## config.mk

```make
export PLATFORM = sky130hd
export DESIGN_NAME = regfile_wb_scheduler
export DESIGN_NICKNAME = d
export VERILOG_FILES = /design/src/rtl/regfile_wb_scheduler_pkg.sv /design/src/rtl/regfile_wb_scheduler_wb_rr_arbiter.sv /design/src/rtl/regfile_wb_scheduler.sv
export SDC_FILE = /design/constraint.sdc
export NUM_CORES = 1
export LEC_CHECK = 0
export CORE_ASPECT_RATIO = 1.5
export CORE_MARGIN = 2
export CORE_UTILIZATION = 35
export CTS_CLUSTER_SIZE = 20
export DETAILED_ROUTE_END_ITERATION = 7
export GPL_TIMING_DRIVEN = 0
export PLACE_DENSITY = 0.74
export SLEW_MARGIN = 20
export SYNTH_ARGS = -nofsm -noshare
export SYNTH_HDL_FRONTEND = slang
export SYNTH_HIERARCHICAL = 1
export SYNTH_SLANG_ARGS = --single-unit
```

## constraint.sdc

```tcl
create_clock -name clk -period 2.7 [get_ports clk]
set_clock_uncertainty 0.05 [all_clocks]
set_input_delay 0.27 -clock clk [delete_from_list [all_inputs] [get_ports clk]]
set_output_delay 0.27 -clock clk [all_outputs]
set_load 0.01 [all_outputs]
```

## src/rtl/regfile_wb_scheduler_pkg.sv

```systemverilog
// Shared constants and helpers for the register-file writeback scheduler.
// Covers the writeback path encodings, the register-file geometry and one-hot decoding.
package regfile_wb_scheduler_pkg;

  localparam int   WORD_SIZE = 16;
  localparam int   NUM_REGS  = 4;
  localparam int   ADDR_W    = 2;
  localparam logic PATH_ALU  = 1'b0;
  localparam logic PATH_MEM  = 1'b1;

  // One-hot register mask, all-zero when en is low.
  function automatic logic [NUM_REGS-1:0] reg_onehot(input logic [ADDR_W-1:0] idx, input logic en);
    logic [NUM_REGS-1:0] mask;
    mask = {NUM_REGS{1'b0}};
    mask[idx] = en;
    return mask;
  endfunction

endpackage

```

## src/rtl/regfile_wb_scheduler_wb_rr_arbiter.sv

```systemverilog
// Two-way writeback arbiter: A is the ALU path, B is the memory path.
// FAIR=1 alternates under contention; FAIR=0 always favours the memory path.
module wb_rr_arbiter
  import regfile_wb_scheduler_pkg::*;
#(
  parameter int FAIR = 1
) (
  input  logic clk,
  input  logic reset_n,
  input  logic req_a,
  input  logic req_b,
  output logic grant_a,
  output logic grant_b
);

  logic last_grant_r;

  // Grant decode; under contention the path that did not win last time goes first.
  always_comb begin
    grant_a = 1'b0;
    grant_b = 1'b0;
    case ({req_a, req_b})
      2'b10: grant_a = 1'b1;
      2'b01: grant_b = 1'b1;
      2'b11: begin
        if (FAIR != 0) begin
          grant_a = (last_grant_r == PATH_MEM);
          grant_b = (last_grant_r == PATH_ALU);
        end else begin
          grant_b = 1'b1;
        end
      end
      default: begin
        grant_a = 1'b0;
        grant_b = 1'b0;
      end
    endcase
  end

  // Remember the most recent winner.
  always_ff @(posedge clk or negedge reset_n) begin
    if (!reset_n) begin
      last_grant_r <= PATH_ALU;
    end else if (grant_a || grant_b) begin
      last_grant_r <= grant_b ? PATH_MEM : PATH_ALU;
    end else begin
      last_grant_r <= last_grant_r;
    end
  end

endmodule

```

## src/rtl/regfile_wb_scheduler.sv

```systemverilog
// Write-port scheduler and hazard scoreboard for the register file.
// ALU and memory writebacks share one write port; pending destinations stall RAW/WAW issue.
module regfile_wb_scheduler
  import regfile_wb_scheduler_pkg::*;
#(
  parameter int DATA_W   = WORD_SIZE,
  parameter int NUM_REGS = regfile_wb_scheduler_pkg::NUM_REGS,
  parameter int ADDR_W   = regfile_wb_scheduler_pkg::ADDR_W,
  parameter int FAIR     = 1
) (
  input  logic              clk,
  input  logic              reset_n,
  input  logic              issue_valid,
  input  logic [ADDR_W-1:0] issue_src1,
  input  logic [ADDR_W-1:0] issue_src2,
  input  logic              issue_use_src1,
  input  logic              issue_use_src2,
  input  logic              issue_writes,
  input  logic [ADDR_W-1:0] issue_dest,
  input  logic              issue_path,
  output logic              issue_stall,
  input  logic              wba_valid,
  input  logic [ADDR_W-1:0] wba_reg,
  input  logic [DATA_W-1:0] wba_data,
  output logic              wba_ready,
  input  logic              wbb_valid,
  input  logic [ADDR_W-1:0] wbb_reg,
  input  logic [DATA_W-1:0] wbb_data,
  output logic              wbb_ready,
  output logic              rf_write_en,
  output logic [ADDR_W-1:0] rf_write_reg,
  output logic [DATA_W-1:0] rf_write_data,
  output logic              wb_error
);

  logic [NUM_REGS-1:0] pending_r;
  logic [NUM_REGS-1:0] owner_r;
  logic [NUM_REGS-1:0] busy_s;
  logic [NUM_REGS-1:0] set_mask_s;
  logic [NUM_REGS-1:0] clr_mask_s;
  logic                issue_accept_s;
  logic                wb_fire_s;
  logic                wb_path_s;
  logic                wb_owned_s;
  logic [ADDR_W-1:0]   wb_reg_s;
  logic [DATA_W-1:0]   wb_data_s;

  wb_rr_arbiter #(.FAIR(FAIR)) u_arb (
    .clk     (clk),
    .reset_n (reset_n),
    .req_a   (wba_valid),
    .req_b   (wbb_valid),
    .grant_a (wba_ready),
    .grant_b (wbb_ready)
  );

  // A register is busy while pending or while its final write is still on the port.
  always_comb begin
    busy_s = {NUM_REGS{1'b0}};
    for (int r = 0; r < NUM_REGS; r++) begin
      busy_s[r] = pending_r[r] | (rf_write_en & (rf_write_reg == ADDR_W'(r)));
    end
  end

  assign issue_stall = issue_valid & ((issue_use_src1 & busy_s[issue_src1])
                                    | (issue_use_src2 & busy_s[issue_src2])
                                    | (issue_writes & pending_r[issue_dest]));
  assign issue_accept_s = issue_valid & ~issue_stall & issue_writes;

  assign wb_fire_s  = wba_ready | wbb_ready;
  assign wb_path_s  = wbb_ready ? PATH_MEM : PATH_ALU;
  assign wb_reg_s   = wbb_ready ? wbb_reg : wba_reg;
  assign wb_data_s  = wbb_ready ? wbb_data : wba_data;
  assign wb_owned_s = pending_r[wb_reg_s] & (owner_r[wb_reg_s] == wb_path_s);
  assign set_mask_s = reg_onehot(issue_dest, issue_accept_s);
  assign clr_mask_s = reg_onehot(wb_reg_s, wb_fire_s & wb_owned_s);

  // Scoreboard: issue sets pending/owner, a writeback from the owning path clears it.
  always_ff @(posedge clk or negedge reset_n) begin
    if (!reset_n) begin
      pending_r <= {NUM_REGS{1'b0}};
      owner_r   <= {NUM_REGS{1'b0}};
      wb_error  <= 1'b0;
    end else begin
      pending_r <= (pending_r & ~clr_mask_s) | set_mask_s;
      owner_r   <= (owner_r & ~set_mask_s) | (set_mask_s & {NUM_REGS{issue_path}});
      wb_error  <= wb_error | (wb_fire_s & ~wb_owned_s);
    end
  end

  // Registered write port; reg/data hold their last value while idle.
  always_ff @(posedge clk or negedge reset_n) begin
    if (!reset_n) begin
      rf_write_en   <= 1'b0;
      rf_write_reg  <= {ADDR_W{1'b0}};
      rf_write_data <= {DATA_W{1'b0}};
    end else if (wb_fire_s) begin
      rf_write_en   <= 1'b1;
      rf_write_reg  <= wb_reg_s;
      rf_write_data <= wb_data_s;
    end else begin
      rf_write_en   <= 1'b0;
      rf_write_reg  <= rf_write_reg;
      rf_write_data <= rf_write_data;
    end
  end

endmodule

```

After elaboration in Yosys (flattened, before gate mapping)
Cells that the tools add are included.
{"block": "word_totals", "reg_bits": 29, "latch_bits": 0, "mem_bits_rw": 0, "rom_bits": 0, "in_bits": 51, "out_inout_bits": 23, "wordCells": 77, "memories": 0}
{"block": "op_classes", "add_sub_neg": 0, "multipliers": 0, "n_div": 0, "order_cmp": 6, "n_eq_ne": 7, "shifts": 0, "mux": 20, "n_bitwise": 33, "n_reduce_logical": 4}
{"op": "$and 4x4->4", "n": 5}
{"op": "$mux 16", "n": 1}
{"op": "$and 1x1->1", "n": 13}
{"op": "$lt 2x3->1 const B", "n": 4}
{"op": "$bmux 1 s2", "n": 5}
{"op": "$mux 1", "n": 9}
{"op": "$eq 2x2->1 const B", "n": 4}
{"op": "$not 4->4", "n": 2}
{"op": "$or 1x1->1", "n": 8}
{"op": "$or 4x4->4", "n": 2}
{"op": "$demux 1 s2", "n": 2}
{"op": "$eq 2x1->1 const B", "n": 2}
{"op": "$ge 2x1->1 const B", "n": 2}
{"op": "$pmux 1 s2", "n": 2}
{"op": "$not 1->1", "n": 3}
{"op": "$logic_and 1x1->1", "n": 2}
{"op": "$logic_not 2->1", "n": 1}
{"op": "$mux 2", "n": 1}
{"op": "$eq 1x1->1", "n": 1}
{"op": "$logic_or 1x1->1", "n": 1}

Depth between registers and ports, before layout
{"block": "logic_depth", "word_depth": 16, "depth_mapped": 8, "ltp_nobuf": 7}

Cells and area by module
Netlist, hierarchy kept.
{"module": "regfile_wb_scheduler", "n_inst": 1, "cells_each": 153, "area_per_inst_um2": 1546.5, "seq_area_each_um2": 700.7}
{"module": "wb_rr_arbiter", "n_inst": 1, "cells_each": 6, "area_per_inst_um2": 52.6, "seq_area_each_um2": 25.0}

Worst setup path before layout
Ideal clock, no wire load.
{"block": "synth_timing", "path_type": "register to register", "startpoint": "register u_arb.last_grant_r", "endpoint": "register wb_error", "setup_time_ps": 126, "arrival_time_ps": 2104, "required_ps": 2524, "setup_slack_ps": 420, "stages_incl_launch_ff": 8, "n_path_buf": 1, "synth_period_minus_slack_ps": 2280, "cell_sequence": "dfrtp_1 > a21boi_0 > buf_6 > mux2i_4 > mux2i_1 > mux2i_1 > nand2b_1 > a221o_1"}
{"block": "synth_via", "elab_chain_len": 10, "elab_cells_between_ends": 15, "cone_classes": "eq/ne (1); mux (8); bitwise (6)"}
{"item": "start, declared", "line": "regfile_wb_scheduler_wb_rr_arbiter.sv:16", "text": "logic last_grant_r;"}
{"item": "start signal, assigned", "line": "regfile_wb_scheduler_wb_rr_arbiter.sv:45", "text": "last_grant_r <= grant_b ? PATH_MEM : PATH_ALU;"}
{"item": "start signal, assigned", "line": "regfile_wb_scheduler_wb_rr_arbiter.sv:47", "text": "last_grant_r <= last_grant_r;"}
{"item": "$not 1->1 (*)", "line": "regfile_wb_scheduler_wb_rr_arbiter.sv:28", "text": "grant_b = (last_grant_r == PATH_ALU);"}
{"item": "$pmux 1 s2 (*)", "line": "regfile_wb_scheduler_wb_rr_arbiter.sv:22", "text": "case ({req_a, req_b})"}
{"item": "via wbb_ready", "line": "regfile_wb_scheduler.sv:29", "text": "output logic wbb_ready,"}
{"item": "$mux 2", "line": "regfile_wb_scheduler.sv:72", "text": "assign wb_reg_s = wbb_ready ? wbb_reg : wba_reg;"}
{"item": "$bmux 1 s2", "line": "regfile_wb_scheduler.sv:74", "text": "assign wb_owned_s = pending_r[wb_reg_s] & (owner_r[wb_reg_s] == wb_path_s);"}
{"item": "$mux 1 (implied by the code)", "line": "regfile_wb_scheduler.sv:74"}
{"item": "$eq 1x1->1", "line": "regfile_wb_scheduler.sv:74"}
{"item": "$and 1x1->1", "line": "regfile_wb_scheduler.sv:74"}
{"item": "$not 1->1", "line": "regfile_wb_scheduler.sv:87", "text": "wb_error <= wb_error | (wb_fire_s & ~wb_owned_s);"}
{"item": "$and 1x1->1 (*)", "line": "regfile_wb_scheduler.sv:87"}
{"item": "$or 1x1->1 (*)", "line": "regfile_wb_scheduler.sv:87"}
{"item": "end signal, assigned", "line": "regfile_wb_scheduler.sv:87"}
{"item": "end, declared", "line": "regfile_wb_scheduler.sv:33", "text": "output logic wb_error"}
The timed path passes the listed nets; every way through them passes the cells marked *. The select of a mux whose other input is x is not followed.
A chain may end at the register's enable or synchronous reset.

Final worst setup path
{"block": "layout_timing", "startpoint": "input port issue_src1[0]", "endpoint": "output port issue_stall"}
{"block": "layout_via", "elab_chain_len": 6}
{"item": "start, declared", "line": "regfile_wb_scheduler.sv:14", "text": "input logic [ADDR_W-1:0] issue_src1,"}
{"item": "$bmux 1 s2", "line": "regfile_wb_scheduler.sv:65", "text": "assign issue_stall = issue_valid & ((issue_use_src1 & busy_s[issue_src1])"}
{"item": "$mux 1 (implied by the code)", "line": "regfile_wb_scheduler.sv:65"}
{"item": "$and 1x1->1", "line": "regfile_wb_scheduler.sv:65"}
{"item": "$or 1x1->1", "line": "regfile_wb_scheduler.sv:66", "text": "| (issue_use_src2 & busy_s[issue_src2])"}
{"item": "$or 1x1->1", "line": "regfile_wb_scheduler.sv:67", "text": "| (issue_writes & pending_r[issue_dest]));"}
{"item": "$and 1x1->1", "line": "regfile_wb_scheduler.sv:65"}
{"item": "end, declared", "line": "regfile_wb_scheduler.sv:21", "text": "output logic issue_stall,"}
No other way between the ends. The select of a mux whose other input is x is not followed.

==> tab_implementation.tex <==
\begin{tabular}{lr}
\hline
Metric & Value \\
\hline
\multicolumn{2}{l}{\textbf{Critical path}} \\
Crit path arrival time & 2.23 ns \\
Kind of launch point of the worst setup path & primary input \\
Category of the critical setup timing path & primary input to primary output \\
Critical path required time & 2.38 ns \\
Highest net fanout along the worst path & 5 \\
Crit. End Element & primary output \\
\multicolumn{2}{l}{\textbf{Placed design}} \\
Global placement routability congestion & 0.7593 \\
Number of buffers inserted by port buffering & between 70 and 80 \\
DPL Wire Length & 3125 microns \\
\# placed instances & 280 \\
Place WS & -0.04509 ns \\
\multicolumn{2}{l}{\textbf{STA}} \\
Number of endpoints failing setup at the final stage & 0 \\
Headroom to the max-slew limit & 56.84\% \\
Upper clock frequency limit & 392.8 MHz \\
TNS Setup & 0 ns \\
Final Slew Violations & 0 \\
Final Hold Viols & 0 \\
Clock period minus worst slack & between 2 and 3 ns \\
Pin slew with the least headroom to its limit & 0.6475 ns \\
Final period utilization & 94.30\% \\
RSZ-0062 raised after global routing & no \\
Worst setup margin & 0.1540 ns \\
\multicolumn{2}{l}{\textbf{Global routing}} \\
Global Route Usage Sum & 17.20\% \\
Via count of the first global-routing pass & between 1000 and 1500 \\
Congestion Overflow GR & 0 \\
Maximum number of pins on one net before global-route repair & 30 \\
Global-route wire length before repair & 6803 microns \\
Number of antenna violations at the first check in global routing & 0 \\
\multicolumn{2}{l}{\textbf{Power}} \\
Part of the total power dissipated in the clock network & 22.0\% \\
Part of the total power dissipated in combinational logic & 35.1\% \\
Worst voltage drop across the vdd grid & 0.3945 mV \\
Sequential Power Share & 42.8\% \\
Net load switching power & 0.4780 mW \\
PnR Total Power & 1.505 mW \\
Leak & around 1.0 nW \\
Net switching fraction of the power & 31.76\% \\
Int Pwr & 1.027 mW \\
Pwr Density & 608.1 nW/um\^{}2 \\
\multicolumn{2}{l}{\textbf{Cells and area}} \\
Most common cell after layout, fill and taps aside & clkdlybuf4s50\_1 \\
Filler instances & 412 \\
Final-stage net count & 291 \\
Number of standard cells in the layout, taps in and fillers out & $\sim$290 \\
Final standard cell utilization of the core & 55.41\% \\
P\&R area growth vs syn & 54.77\% \\
Fraction of layout cells with a size suffix above 1 & between 6 and 7\% \\
Number of antenna cells inserted & 0 \\
Most used cells in the layout excluding fill and tap cells & clkdlybuf4s50\_1, nand2\_1, dfrtp\_1 \\
\multicolumn{2}{l}{\textbf{Clocking}} \\
TritonCTS sink count & 29 \\
Maximum buffer depth of the clock tree & 2 \\
Clock buffer count from CTS & 5 \\
H-tree Lvls & 2 \\
Clk slew on worst S/H paths & 0.05 ns \\
Root Buffer & clkbuf\_8 \\
Clock network latency to the later pin of the worst-skew pair & 0.27 ns \\
Clock tree from TritonCTS & done \\
\multicolumn{2}{l}{\textbf{Outcome}} \\
Outcome & finished, final reports clean \\
\multicolumn{2}{l}{\textbf{Logic synthesis}} \\
Distinct cells, synth & 31 \\
Synthesized Nets & 210 \\
Register area share after synthesis & 45.38\% \\
Post-Syn Area & 1599 sq um \\
Average cell area after synthesis & $\sim$10 sq um \\
Number of synthesized register bits & 29 \\
Cell count after synthesis & 159 \\
Syn. warnings & 6 \\
\multicolumn{2}{l}{\textbf{Floorplanning}} \\
Die outline width & 59.19 microns \\
Floorplan Core Area & roughly 4500 sq um \\
Rows & 30 \\
Starting Density & 35.80\% \\
Area of the die & $\sim$5100 sq um \\
Die extent in y & roughly 87 microns \\
Top-level I/O count & 74 \\
\multicolumn{2}{l}{\textbf{Job}} \\
Max-capacitance violation count & 0 \\
\multicolumn{2}{l}{\textbf{Routing}} \\
Aggregate routed wire length & 3970 microns \\
Iteration count of the initial detailed-routing pass & 4 \\
Routed vias & roughly 1500 \\
Final antenna-violating net count & 0 \\
Drt first-iter violations & 38 \\
Post-route DRC violation count & 0 \\
Via-per-instance ratio & about 5.0 \\
Routed wire length per instance & 13.74 microns \\
\multicolumn{2}{l}{\textbf{Hold path}} \\
Worst Hold Class & flip-flop to flip-flop \\
\hline
\end{tabular}
cells in the mapped netlist:
library cell	count	area (sq um)
a31oi_1	1	6.260
mux2i_1	24	240.2
nand3b_1	2	15.01
a221o_1	1	10.01
nand2_1	32	120.1
a21boi_0	1	7.510
nand3_1	5	25.02
o31ai_1	1	7.510
or2_2	1	6.260
clkbuf_1	6	22.52
o211ai_1	2	15.01
inv_1	3	11.26
a21oi_1	4	20.02
buf_2	1	5.000
buf_6	1	11.26
o311ai_2	2	32.53
mux2_2	2	22.52
xor2_1	2	17.52
mux2_1	4	45.04
nor3b_1	2	15.01
mux2i_4	1	22.52
mux4_2	1	22.52
mux2i_2	1	13.76
nand2b_1	2	12.51
dfrtp_1	29	725.7
a21boi_1	1	7.510
nor3_1	1	5.000
nor4_1	1	6.260
nor4b_1	2	17.52
nor2_1	4	15.01
o21ai_0	19	95.09
timing repair:
| item | CTS | global route |
|---|---|---|
| hold endpoints to repair | 15 | 0 |
| hold buffers | 1 | 0 |
| setup endpoints to repair | 0 | 0 |
| resized for setup | 0 | 0 |
| setup buffers | 0 | 0 |
metrics by stage:
stage / hold WS [ns] / cell area, sq um
2_1_floorplan: -0.07559 / 1599
3_3_place_gp: 0.4183 / 2390
3_5_place_dp: 0.2904 / 2385
4_1_cts: 0.4448 / 2475
5_1_grt: 0.4599 / 2475
6_report: 0.4422 / 2475
routing by layer:
metal  wire length (microns)  global-route usage (%)
met3                     261                   5.075
met1                    1528                   19.89
met2                    2147                   30.27
met4                      32                   4.339
met5                       0                       0
power by group through the flow:
stage / Sequential, mW / Combinational (mW) / Clock [mW]
after CTS: 0.644 / 0.539 / 0.341
after floorplan: 0.647 / 0.271 / 0
after global routing: 0.668 / 0.586 / 0.367
final: 0.645 / 0.529 / 0.331
after detailed placement: 0.652 / 0.534 / 0
after global placement: 0.646 / 0.523 / 0
critical path: stages:
cell and delay, ns:
clkdlybuf4s50_1 0.55, mux2_2 0.36, o311ai_2 0.40, a31oi_1 0.14, clkdlybuf4s50_1 0.50
final cells by class:
| class | count | area, sq um | share of cell area (%) |
|---|---|---|---|
| multi-input combinational | 119 | 823.3 | 33.27 |
| tap | 48 | 60.06 | 2.427 |
| timing repair buffer | 74 | 735.7 | 29.73 |
| clock buffer | 8 | 80.08 | 3.236 |
| buffer | 8 | 38.79 | 1.567 |
| sequential | 29 | 725.7 | 29.32 |
| inverter | 3 | 11.26 | 0.4550 |
final timing paths:
path	start	endpoint	slack [ns]	cells past startpoint
setup / recovery	issue_src1[0]	issue_stall	0.15	5
hold / removal	u_arb/last_grant_r$_DFFE_PN0P_	u_arb/last_grant_r$_DFFE_PN0P_	0.44	1
setup reg to reg	u_arb/last_grant_r$_DFFE_PN0P_	wb_error$_DFF_PN0_	0.36	7
hold reg to reg	u_arb/last_grant_r$_DFFE_PN0P_	u_arb/last_grant_r$_DFFE_PN0P_	0.44	1
max in group asynchronous	reset_n	rf_write_data[3]$_DFFE_PN0P_	1.66	2
min in group asynchronous	reset_n	rf_write_en$_DFF_PN0_	0.52	2
cells by family (layout without fill, tap and decap cells):
group | count (synthesis) | in the layout | share of synthesized area [%]
XOR/XNOR | 2 | 2 | 1.096
AO/OA/AOI/OAI | 32 | 32 | 12.60
buffers and inverters | 11 | 93 | 3.129
multiplexers | 33 | 33 | 22.93
flip-flops | 29 | 29 | 45.38
AND/OR/NAND/NOR | 52 | 52 | 14.87
No activity file was read; power rests on OpenSTA's default activity.
